**src/rtl/led_pkg.sv**
```systemverilog
// Shared constants for the LED PWM controller: register map, FSM states, defaults.
package led_pkg;
  localparam int LED_N            = 8;
  localparam int LED_DEF_PRESCALE = 16;
  localparam int LED_DEF_DUTY_W   = 4;

  localparam logic [3:0] LED_DUTY0  = 4'd0;
  localparam logic [3:0] LED_EN     = 4'd8;
  localparam logic [3:0] LED_STATUS = 4'd9;

  typedef enum logic [1:0] {
    ST_RUN    = 2'd0,
    ST_DRAIN  = 2'd1,
    ST_FROZEN = 2'd2
  } led_state_e;
endpackage

```
**src/rtl/led_pwm_ctrl_pwm_timebase.sv**
```systemverilog
// Prescaler plus PWM period counter; run gates both, clear forces both to zero.
module pwm_timebase #(
  parameter int PRESCALE = 16,
  parameter int DUTY_W   = 4
) (
  input  logic              clk,
  input  logic              rst_n,
  input  logic              run,
  input  logic              clear,
  output logic              tick,
  output logic              period_end,
  output logic [DUTY_W-1:0] pwm_cnt
);
  localparam int PRE_W = (PRESCALE > 2) ? $clog2(PRESCALE) : 1;
  localparam logic [PRE_W-1:0]  PRE_LAST = PRE_W'(PRESCALE - 1);
  localparam logic [DUTY_W-1:0] CNT_MAX  = '1;

  logic [PRE_W-1:0] pre_cnt;

  assign tick       = run && (pre_cnt == PRE_LAST);
  assign period_end = tick && (pwm_cnt == CNT_MAX);

  always_ff @(posedge clk or negedge rst_n) begin
    if (!rst_n) begin
      pre_cnt <= '0;
      pwm_cnt <= '0;
    end else if (clear) begin
      pre_cnt <= '0;
      pwm_cnt <= '0;
    end else if (run) begin
      pre_cnt <= tick ? '0 : pre_cnt + 1'b1;
      // pwm_cnt wraps naturally from all-ones to zero
      if (tick) pwm_cnt <= pwm_cnt + 1'b1;
    end
  end
endmodule

```
**src/rtl/led_pwm_ctrl.sv**
```systemverilog
// LED controller: shadow/active duty registers committed at period start,
// PWM drive, and a sleep FSM that freezes the pads only at a clean period end.
module led_pwm_ctrl
  import led_pkg::*;
#(
  parameter int PRESCALE = LED_DEF_PRESCALE,
  parameter int DUTY_W   = LED_DEF_DUTY_W
) (
  input  logic       clk,
  input  logic       rst_n,
  input  logic       wr_en,
  input  logic       rd_en,
  input  logic [3:0] addr,
  input  logic [7:0] wdata,
  output logic [7:0] rd_data,
  input  logic       core_wfi,
  output logic [7:0] led_bus,
  output logic       wfi
);
  localparam logic [DUTY_W-1:0] DUTY_MAX = '1;

  led_state_e state;

  logic [LED_N-1:0][DUTY_W-1:0] duty_shadow, duty_act;
  logic [LED_N-1:0]             en_shadow, en_act;
  logic                         pending;

  logic              tick, period_end, run, clear, wake, commit, wr_ok;
  logic [DUTY_W-1:0] pwm_cnt;
  logic [LED_N-1:0]  led_nxt;

  assign run    = (state != ST_FROZEN);
  assign clear  = (state == ST_DRAIN) && core_wfi && period_end;
  assign wake   = (state == ST_FROZEN) && !core_wfi;
  assign commit = period_end || wake;
  assign wr_ok  = wr_en && (addr <= LED_EN);

  pwm_timebase #(.PRESCALE(PRESCALE), .DUTY_W(DUTY_W)) u_tb (
    .clk        (clk),
    .rst_n      (rst_n),
    .run        (run),
    .clear      (clear),
    .tick       (tick),
    .period_end (period_end),
    .pwm_cnt    (pwm_cnt)
  );

  // All-ones duty is forced on so full brightness never shows a dark slot.
  for (genvar i = 0; i < LED_N; i++) begin : g_led
    assign led_nxt[i] = en_act[i] &&
                        ((pwm_cnt < duty_act[i]) || (duty_act[i] == DUTY_MAX));
  end

  // A write in the commit cycle lands in shadow after the commit copied the old value.
  always_ff @(posedge clk or negedge rst_n) begin
    if (!rst_n) begin
      duty_shadow <= '0;
      duty_act    <= '0;
      en_shadow   <= '0;
      en_act      <= '0;
      pending     <= 1'b0;
    end else begin
      if (commit) begin
        duty_act <= duty_shadow;
        en_act   <= en_shadow;
      end
      if (wr_ok) begin
        if (addr == LED_EN) en_shadow <= wdata;
        else                duty_shadow[addr[2:0]] <= wdata[DUTY_W-1:0];
        pending <= 1'b1;
      end else if (commit) begin
        pending <= 1'b0;
      end
    end
  end

  always_ff @(posedge clk or negedge rst_n) begin
    if (!rst_n) begin
      rd_data <= '0;
    end else if (rd_en) begin
      if (addr < LED_EN)          rd_data <= 8'(duty_shadow[addr[2:0]]);
      else if (addr == LED_EN)     rd_data <= en_shadow;
      else if (addr == LED_STATUS) rd_data <= {6'b0, pending, state == ST_FROZEN};
      else                         rd_data <= '0;
    end
  end

  always_ff @(posedge clk or negedge rst_n) begin
    if (!rst_n) begin
      state   <= ST_RUN;
      wfi     <= 1'b0;
      led_bus <= '0;
    end else begin
      case (state)
        ST_RUN: begin
          led_bus <= led_nxt;
          if (core_wfi) state <= ST_DRAIN;
        end
        ST_DRAIN: begin
          if (!core_wfi) begin
            state   <= ST_RUN;
            led_bus <= led_nxt;
          end else if (period_end) begin
            state   <= ST_FROZEN;
            wfi     <= 1'b1;
            led_bus <= '0;
          end else begin
            led_bus <= led_nxt;
          end
        end
        ST_FROZEN: begin
          led_bus <= '0;
          if (!core_wfi) begin
            state <= ST_RUN;
            wfi   <= 1'b0;
          end
        end
        default: begin
          state   <= ST_RUN;
          wfi     <= 1'b0;
          led_bus <= '0;
        end
      endcase
    end
  end
endmodule

```
**config.mk**
```make
export PLATFORM = sky130hd
export DESIGN_NAME = led_pwm_ctrl
export DESIGN_NICKNAME = d
export VERILOG_FILES = /design/src/rtl/led_pkg.sv /design/src/rtl/led_pwm_ctrl_pwm_timebase.sv /design/src/rtl/led_pwm_ctrl.sv
export SDC_FILE = /design/constraint.sdc
export NUM_CORES = 1
export LEC_CHECK = 0
export CORE_MARGIN = 2
export CORE_UTILIZATION = 68
export CTS_CLUSTER_SIZE = 14
export DETAILED_ROUTE_END_ITERATION = 10
export DONT_BUFFER_PORTS = 1
export GPL_TIMING_DRIVEN = 0
export PLACE_DENSITY_LB_ADDON = 0.2
export RECOVER_POWER = 100
export SETUP_SLACK_MARGIN = 0.2
export SYNTH_ARGS = -nofsm -noshare
export SYNTH_HDL_FRONTEND = slang
export SYNTH_SLANG_ARGS = --single-unit
export TNS_END_PERCENT = 50
```
**constraint.sdc**
```tcl
create_clock -name clk -period 4.89 [get_ports clk]
set_input_delay 0.978 -clock clk [delete_from_list [all_inputs] [get_ports clk]]
set_output_delay 0.978 -clock clk [all_outputs]
set_load 0.05 [all_outputs]
```
* Yosys cells after proc, flatten, opt, wreduce, memory -nomap -nowiden
Index checks and enable logic that the tools add are counted.
** Cells by class
- $add $sub $neg :: 2
- $lt $le $gt $ge :: 12
- Eq/ne operators :: 20
- Muxes and demuxes :: 28
- Bitwise logic cells :: 2
- Reductions and logical operators :: 34
** Operators with widths (count)
- 4-bit equality test (second input constant) :: 12
- 32-bit bitwise mux :: 1
- 4-bit < comparator :: 8
- 4-bit 2-to-1 mux :: 8
- 8-bit 2-to-1 mux :: 4
- 8-bit one-hot mux with 2 select lines :: 1
- 1-bit logical AND :: 15
- 4-bit binary-select mux with 3-bit select :: 1
- 4-bit demux with 3-bit select :: 1
- 2-bit 2-to-1 mux :: 5
- 2-bit != test (second input constant) :: 5
- 1-bit logical OR :: 9
- 4-bit by 1-bit adder with 4-bit output (second input constant) :: 2
- 2-bit one-hot mux with 3 select lines :: 1
- 2-bit AND reduction :: 3
- 2-bit nonzero test :: 3
- 1-bit 2-to-1 mux :: 5
- 4-bit <= comparator (second input constant) :: 1
- 3-bit by 4-bit < comparator with 1-bit output (second input constant) :: 1
- 4-bit < comparator (second input constant) :: 1
- 4-bit AND reduction :: 1
- 3-bit by 1-bit >= comparator with 1-bit output (second input constant) :: 1
- 3-bit != test (second input constant) :: 1
- 1-bit one-hot mux with 3 select lines :: 1
- 6 further kinds :: 7
** Word-level totals
- Bits in registers :: 108
- Input port bits :: 17
- Output and inout bits :: 17
- Word-level logic and storage cells :: 123

* Logic depth before layout (Yosys ltp)
Gate-level depths: netlist (run 1).
- Depth in word-level cells :: 6
- Depth in mapped cells :: 6
- Gate-level depth less buffers :: 5

* Cells and area by module
Synthesis (run 1) repeated with hierarchy kept, for this count alone.
** Second synthesis, totals
- Cell total of the unflattened synthesis :: 434
- Area, all modules :: 5248.8 um^2
** Modules (own cells, without submodules)
- led_pwm_ctrl :: times used 1, cells an instance 393, area an instance 4847.1 um^2, seq. area each 2502.4 um^2
- pwm_timebase :: times used 1, cells an instance 41, area an instance 401.6 um^2, seq. area each 200.2 um^2

* Least setup slack after synthesis (run 1)
Ideal clock, no wire load.
- Path type :: input to register
- Start :: input addr[0]
- End :: register duty_shadow[16] (netlist name)
- Library setup time :: 127 ps
- Arrival time :: 2009 ps
- Required time :: 4763 ps
- Slack :: 2753 ps
- Stages on the path :: 4
- Path buffers :: 2
- Cells stage by stage :: buf_4 > buf_2 > or3_4 > mux2_1
** On the way
- Cells in the longest elaborated chain, start to end :: 5
- Elaborated cells between the ends (all ways) :: 11
- Those cells by class :: order compare (3); eq/ne (1); mux (3); bitwise (1); reduce/logical (3)
** RTL lines
- start, declared :: RTL line led_pwm_ctrl.sv:13 : input logic [3:0] addr,
- 3-bit by 4-bit < comparator with 1-bit output (not written as such) or 3-bit by 1-bit >= comparator with 1-bit output (tied branches) :: RTL line led_pwm_ctrl.sv:69 : else duty_shadow[addr[2:0]] <= wdata[DUTY_W-1:0];
- 1-bit logical AND (not written as such) :: RTL line led_pwm_ctrl.sv:69
- 4-bit 2-to-1 mux (not written as such) :: RTL line led_pwm_ctrl.sv:69
- 4-bit demux with 3-bit select :: RTL line led_pwm_ctrl.sv:69
- 32-bit bitwise mux :: RTL line led_pwm_ctrl.sv:69
- end signal, assigned by index :: RTL line led_pwm_ctrl.sv:69
- end, declared :: RTL line led_pwm_ctrl.sv:24 : logic [LED_N-1:0][DUTY_W-1:0] duty_shadow, duty_act;
Several ways; a longest one is shown, not always the timed one.
A chain may end at the register's enable or synchronous reset.

* Worst setup path in the final report (run 1)
- Start :: input addr[0]
- End :: register duty_shadow[22] (netlist name)
Same word-level chain as after synthesis.

==> parameters.txt, run 1 <==
Parameter                              Value

Run status
  Status ... finished clean

Yosys
  Synthesized area per cell ... 13.0 um^2
  Sequential cell area fraction in the yosys report ... 0.504
  Flip-flop and latch count after synthesis ... 108
  Post-synthesis net count ... 454
  Synthesis Warnings ... 0
  Share of flip-flops with an asynchronous set or reset ... 1.00
  Synth top area cells ... sky130_fd_sc_hd__dfrtp_1, sky130_fd_sc_hd__mux2_4, sky130_fd_sc_hd__mux2_2
  Library cell with the largest summed area after synthesis ... sky130_fd_sc_hd__dfrtp_1
  Top cell type's share of synthesized area ... 0.504
  Synth Flop Type ... sky130_fd_sc_hd__dfrtp_1
  Commonest cells in the netlist ... sky130_fd_sc_hd__dfrtp_1, sky130_fd_sc_hd__mux2_4, sky130_fd_sc_hd__mux2_2, sky130_fd_sc_hd__inv_1, sky130_fd_sc_hd__ha_1
  Mapped cell area ... about 5400 um^2
  Cell with the most instances after synthesis ... sky130_fd_sc_hd__dfrtp_1
  Synth Instances ... 411
  Count of flip-flops with a built-in enable after synthesis ... 0
  Number of unique standard cell types used by synthesis ... 45

Clock tree
  Depth of the CTS H-tree ... 3
  Count of hold-fix buffers inserted at cts ... 0
  CTS Buf Count ... 9
  Cell at the root of the clock tree ... sky130_fd_sc_hd__clkbuf_8
  CTS clock-pin slew for the worst setup and hold paths ... 0.10 ns
  CTS tree ... yes
  Sink count of the clock tree ... 108
  Max clock buf depth ... 2
  Clock latency of the later-clocked register in the worst-skew pair ... 0.37 ns
  Gates resized, CTS repair ... 0
  Number of setup buffers added after CTS ... 0

GRT
  Antenna violations before repair ... 0
  Global-route wire length before repair ... 18,300 um
  Largest net degree at the start of global routing ... 109
  Aggregate global-route resource usage ... 0.284
  Total congestion overflow after global routing ... 0
  Number of global-route vias before repair ... roughly 3,500

Detailed routing
  Final routed wire length divided by cell count ... 21.1 um
  Final WL ... 11,100 um
  Total iterations of the first detailed-routing run ... 4
  Post-detailed-route DRC marker count ... 0
  Via count ... 3,302
  Number of antenna-violating nets in the routed design ... 0
  Ratio of routed vias to standard cells ... 6.24
  Number of DRC violations after detailed-routing iteration 0 ... 190

Pwr
  Largest vdd supply drop ... roughly 0.3 mV
  Power per standard cell area ... 404 nW/um^2
  Leakage power ... roughly 2.6 nW
  Post-layout total power ... 2.22 mW

Critical path
  Endpoint class of the critical path ... flip-flop
  Startpoint-to-endpoint class of the critical path ... input port to flip-flop
  Worst Setup EP ... duty_shadow[22]
  Cell with the biggest individual delay on the critical path ... sky130_fd_sc_hd__nor3_1
  Largest stage delay on the critical path ... 0.51 ns
  Worst setup startpoint ... addr[0]
  Path depth of the worst reg2reg path ... 6
  Instance count on the critical path ... 5
  Worst setup slack for register-to-register paths ... 2.37 ns
  Arrival time worst endpoint ... 2.82 ns
  Crit start category ... input port
  CP top delay family ... buffers and inverters
  Launch point of the worst reg-to-reg path ... u_tb.pre_cnt[0]
  CP required ... 5.14 ns
  Worst r2r dst ... duty_act[31]
  Most frequent CP cell ... sky130_fd_sc_hd__clkbuf_1
  Critical path buffers and inverters ... 3
  Critical path fanouts, max ... 10
  Chain of cells forming the critical path ... clkbuf_1, clkbuf_1, clkinv_1, nor3_1, mux2_2

Floorplan
  Number of ports placed on the die boundary ... 34
  X dimension of the die ... a little over 90 um
  Total number of placement rows ... 32
  Area of the die ... 8610 um^2
  Core Footprint ... around 7700 um^2
  Starting Density ... 0.697
  Vert. Die Dim ... between 90 and 100 um

Timing
  Pin slew with the least headroom to its limit ... 1.08 ns
  Number of pins with negative max-slew slack in the final report ... 0
  Setup repair after global routing missed its margin ... false
  Final critical-path required period ... ~2.6 ns
  Relative slew slack ... 0.283
  Sum of negative setup slack ... 0 ns
  Total of endpoints with negative setup slack in the final report ... 0
  Hold violation count in the final report ... 0
  Max Clock Freq ... 390 MHz
  Worst-case clock skew ... between 0.009 and 0.01 ns
  Post-route clock period utilization ... 0.525

Cells and area
  Register area ... 2700 um^2
  Multi-input combinational cell area ... 2280 um^2
  Synth-to-Final Area Change ... 2.64%
  Layout cell share with drive strength beyond 1 ... 0.145
  Number of nets in the layout ... roughly 470
  Diodes inserted ... 0
  Filler Cells Inserted ... between 500 and 600

Place
  Number of input and output port buffers inserted ... 0
  Detailed-placement wirelength estimate ... 7900 um
  Final RePlAce weighted congestion ... around 0.95

Min path
  Hold/Removal Path Class ... input port to asynchronous set/reset pin

Flow run
  Number of maximum-capacitance constraint violations ... 0
## cell families after synthesis
| kind of cell | synth area share |
|---|---|
| simple gates | 0.0796 |
| mux | 0.228 |
| buf+inv | 0.0380 |
| fa+ha+maj | 0.0607 |
| flops | 0.504 |
| compound gates | 0.0847 |
| xor+xnor | 0.00490 |
## how the worst min path moves through the flow
| stage | start | endpoint | cells after the start |
|---|---|---|---|
| global placement | en_shadow[7] | rd_data[7] | 2 |
| finish | rst_n | u_tb.pre_cnt[3] | 0 |
| detailed placement | en_shadow[7] | rd_data[7] | 2 |
| global route | rst_n | rd_data[4] | 0 |
| floorplan | u_tb.pre_cnt[3] | u_tb.pre_cnt[3] | 1 |
| CTS | rst_n | u_tb.pre_cnt[3] | 0 |
## registers in the layout, indices dropped and copies added, names as in the netlist
signal and cells:
u_tb.pre_cnt 4, en_act 8, state 2, u_tb.pwm_cnt 4, duty_shadow 32, led_bus 8, rd_data 8, duty_act 32
wfi 1, pending 1, en_shadow 8
## cells in the final DEF (no fill, tap or decap), drive strengths merged, types with 3 or more instances in the layout
| master | n |
|---|---|
| dfrtp | 108 |
| mux2 | 86 |
| inv | 31 |
| ha | 26 |
| clkbuf | 20 |
| o21ai | 19 |
| nand2 | 18 |
| nand4 | 13 |
| nand2b | 13 |
| a21o | 12 |
| a211oi | 8 |
| o211a | 8 |
| nor2 | 7 |
| a21oi | 7 |
| nor3 | 5 |
| and3 | 5 |
| nand3 | 4 |
| nor2b | 4 |
| mux2i | 4 |
| buf | 3 |
| mux4 | 3 |
## metal layers
layer | global-route usage | part of all wire | vias up
li1 | - | - | 1506
met1 | 0.401 | 0.45 | 1690
met2 | 0.439 | 0.47 | 89
met3 | 0.0732 | 0.055 | 17
met4 | 0.0870 | 0.020 | 0
met5 | 0 | 0 | -
## area by class of cell
| class | count | share of cell area |
|---|---|---|
| flip-flops and latches | 108 | 0.491 |
| multi-input cells | 260 | 0.414 |
| clock buffers | 10 | 0.0250 |
| well taps | 102 | 0.0232 |
| inverters | 30 | 0.0205 |
| clock inverters | 6 | 0.0171 |
| plain buffers | 13 | 0.00955 |
## stage by stage
step	util	setup WS, ns	area (um^2)	hold slack, ns	std cells
floorplan	-	2.75	5360	0.465	411
global placement	0.714	2.56	5490	0.486	513
detailed placement	0.714	2.54	5490	0.495	513
CTS	0.744	2.56	5720	0.277	529
global route	0.716	2.15	5500	0.268	529
finish	0.716	2.32	5500	0.292	529
## where the power goes
| group | internal (mW) | switching (mW) | total (mW) |
|---|---|---|---|
| Sequential | 1.02 | 0.180 | 1.20 |
| Clock | 0.307 | 0.307 | 0.615 |
| Combinational | 0.228 | 0.181 | 0.409 |
(Power assumes the default switching activity.)
==> inputs of run 2 (changes only) <==
--- a/config.mk
+++ b/config.mk
@@ -6,7 +6,7 @@
 export NUM_CORES = 1
 export LEC_CHECK = 0
 export CORE_MARGIN = 2
-export CORE_UTILIZATION = 68
+export CORE_UTILIZATION = 63
 export CTS_CLUSTER_SIZE = 14
 export DETAILED_ROUTE_END_ITERATION = 10
 export DONT_BUFFER_PORTS = 1
==> constraint.sdc (replaced) <==
create_clock -name clk -period 2.5 [get_ports clk]
set_input_delay 0.5 -clock clk [delete_from_list [all_inputs] [get_ports clk]]
set_output_delay 0.5 -clock clk [all_outputs]
set_load 0.05 [all_outputs]
==> parameters.txt, run 2 (synthesized netlist as in run 1, its figures left out) <==
Parameter                              Value

Run status
  Status ... finished, violations left
  Failing checks ... negative hold slack

Critical path
  Path depth of the worst reg2reg path ... 5
  Worst setup startpoint ... addr[0]
  Worst setup slack for register-to-register paths ... 0.39 ns
  Worst r2r dst ... duty_act[29]
  Startpoint-to-endpoint class of the critical path ... input port to flip-flop
  Critical path fanouts, max ... 10
  CP required ... 2.76 ns
  Worst Setup EP ... duty_shadow[23]
  Launch point of the worst reg-to-reg path ... u_tb.pwm_cnt[1]
  Arrival time worst endpoint ... 2.43 ns
  Endpoint class of the critical path ... flip-flop
  Crit start category ... input port

Pwr
  Power per standard cell area ... 769 nW/um^2
  Largest vdd supply drop ... 0.415 mV
  Leakage power ... 2.63 nW

Floorplan
  Vert. Die Dim ... ~96 um
  Core Footprint ... about 8200 um^2
  Area of the die ... a little over 9000 um^2
  Starting Density ... 0.653
  X dimension of the die ... 96.3 um
  Number of ports placed on the die boundary ... 34
  Total number of placement rows ... 33

Clock tree
  Number of setup buffers added after CTS ... 0
  Cell at the root of the clock tree ... sky130_fd_sc_hd__clkbuf_8
  Clock latency of the later-clocked register in the worst-skew pair ... between 0.3 and 0.4 ns
  CTS tree ... yes
  CTS clock-pin slew for the worst setup and hold paths ... 0.10 ns
  CTS Buf Count ... 9
  Depth of the CTS H-tree ... 3
  Sink count of the clock tree ... ~110
  Max clock buf depth ... 2

Cells and area
  Diodes inserted ... 0
  Register area ... 2700 um^2
  Number of nets in the layout ... between 400 and 500
  Multi-input combinational cell area ... 2280 um^2
  Top library cells by usage in the layout, fill and taps aside ... sky130_fd_sc_hd__dfrtp_1, sky130_fd_sc_hd__mux2_1, sky130_fd_sc_hd__mux2_2
  Final standard cell area without fillers ... between 5000 and 6000 um^2
  Synth-to-Final Area Change ... 2.92%
  Largest registers ... duty_act: 32 flops, duty_shadow: 32 flops
  Layout cell share with drive strength beyond 1 ... 0.159
  Most frequent standard cell in the layout excluding fill and tap cells ... sky130_fd_sc_hd__dfrtp_1
  Filler Cells Inserted ... 634

Detailed routing
  Total iterations of the first detailed-routing run ... 4
  Number of DRC violations after detailed-routing iteration 0 ... 195
  Post-detailed-route DRC marker count ... 0
  Post-route met1 wirelength ... 5270 um
  Number of antenna-violating nets in the routed design ... 0
  Top routing layer used ... met4
  Via count ... 3,245
  Final WL ... 11,200 um
  Routed wl met2 ... 5250 um
  Detail Route met3 WL ... 548 um
  Ratio of routed vias to standard cells ... 6.10
  Final routed wire length divided by cell count ... 21.0 um

Timing
  Total of endpoints with negative setup slack in the final report ... 0
  Number of pins with negative max-slew slack in the final report ... 0
  Final critical-path required period ... 2.17 ns
  Post-route clock period utilization ... 0.867
  Worst-case clock skew ... 0.0129 ns
  Hold violation count in the final report ... 108
  Relative slew slack ... 0.560
  Sum of negative setup slack ... 0 ns
  Pin slew with the least headroom to its limit ... ~0.66 ns
  Final hold slack ... -0.187 ns
  Max Clock Freq ... around 460 MHz
  Setup repair after global routing missed its margin ... false

GRT
  Antenna violations before repair ... 0
  Aggregate global-route resource usage ... 0.271
  Largest net degree at the start of global routing ... about 110
  Number of global-route vias before repair ... about 3,300
  Global-route wire length before repair ... 18,200 um
  Total congestion overflow after global routing ... 0

Place
  Final RePlAce weighted congestion ... approximately 0.99
  Detailed-placement wirelength estimate ... 7920 um
  Cell area after placement ... between 5000 and 6000 um^2
  Number of input and output port buffers inserted ... 0

Min path
  Hold/Removal Path Class ... input port to asynchronous set/reset pin

Flow run
  Number of maximum-capacitance constraint violations ... 0
-- run 2: cell types whose count changed in the layout (fill, tap and decap cells not counted), moves of 2 or more --
cell                       change
sky130_fd_sc_hd__buf_6         +4
sky130_fd_sc_hd__inv_8         +2
sky130_fd_sc_hd__clkbuf_1      -4
sky130_fd_sc_hd__inv_6         -2
-- run 2: cell type report --
class / count / area share
Sequential cell: 108 / 0.490
Clock buffer: 9 / 0.0224
Tap cell: 105 / 0.0238
Inverter: 30 / 0.0204
Clock inverter: 7 / 0.0154
Multi-Input combinational cell: 260 / 0.413
Buffer: 13 / 0.0150
-- run 2: worst min-delay path by stage --
stage	from	end	slack, ns	depth (start not counted)
4_1_cts	rst_n	en_act[3]	-0.20	0
3_3_place_gp	rst_n	u_tb.pre_cnt[3]	0.21	0
5_1_grt	rst_n	rd_data[4]	-0.22	0
6_report	rst_n	u_tb.pre_cnt[3]	-0.19	0
3_5_place_dp	rst_n	u_tb.pre_cnt[3]	0.21	0
2_1_floorplan	rst_n	duty_act[0]	0.20	0
-- run 2: through the flow --
step | worst slack [ns] | total power [mW] | std cells | hold WS [ns] | utilization
2_1_floorplan | 0.813 | 2.92 | 411 | 0.204 | -
3_3_place_gp | 0.127 | 3.15 | 516 | 0.207 | 0.668
3_5_place_dp | 0.0657 | 3.22 | 516 | 0.207 | 0.668
4_1_cts | 0.394 | 4.31 | 532 | -0.197 | 0.694
5_1_grt | 0.221 | 4.51 | 532 | -0.224 | 0.672
6_report | 0.331 | 4.24 | 532 | -0.187 | 0.672
-- run 2: report_power, final --
part / total, mW / switching [mW] / internal [mW]
sequential: 2.34 / 0.347 / 1.99
combinational: 0.806 / 0.356 / 0.450
clock: 1.10 / 0.616 / 0.480
-- run 2: critical path: stages --
cell and delay [ns]:
sky130_fd_sc_hd__clkbuf_1 0.38, sky130_fd_sc_hd__clkbuf_1 0.43, sky130_fd_sc_hd__clkinv_1 0.17, sky130_fd_sc_hd__nor3_1 0.55, sky130_fd_sc_hd__mux2_2 0.40
-- run 2: layer usage --
metal | GRT usage | vias up
met1 | 0.407 | 1646
li1 | - | 1509
met2 | 0.405 | 84
met3 | 0.0564 | 6
met5 | 0 | -
met4 | 0.0619 | 0
-- run 2: what timing repair did --
| item | CTS | global route |
|---|---|---|
| endpoints found under the setup margin | 8 | 1 |
| hold endpoints to repair | 108 | 108 |
| pin swaps | 0 | 0 |
| gates resized for setup | 1 | 1 |
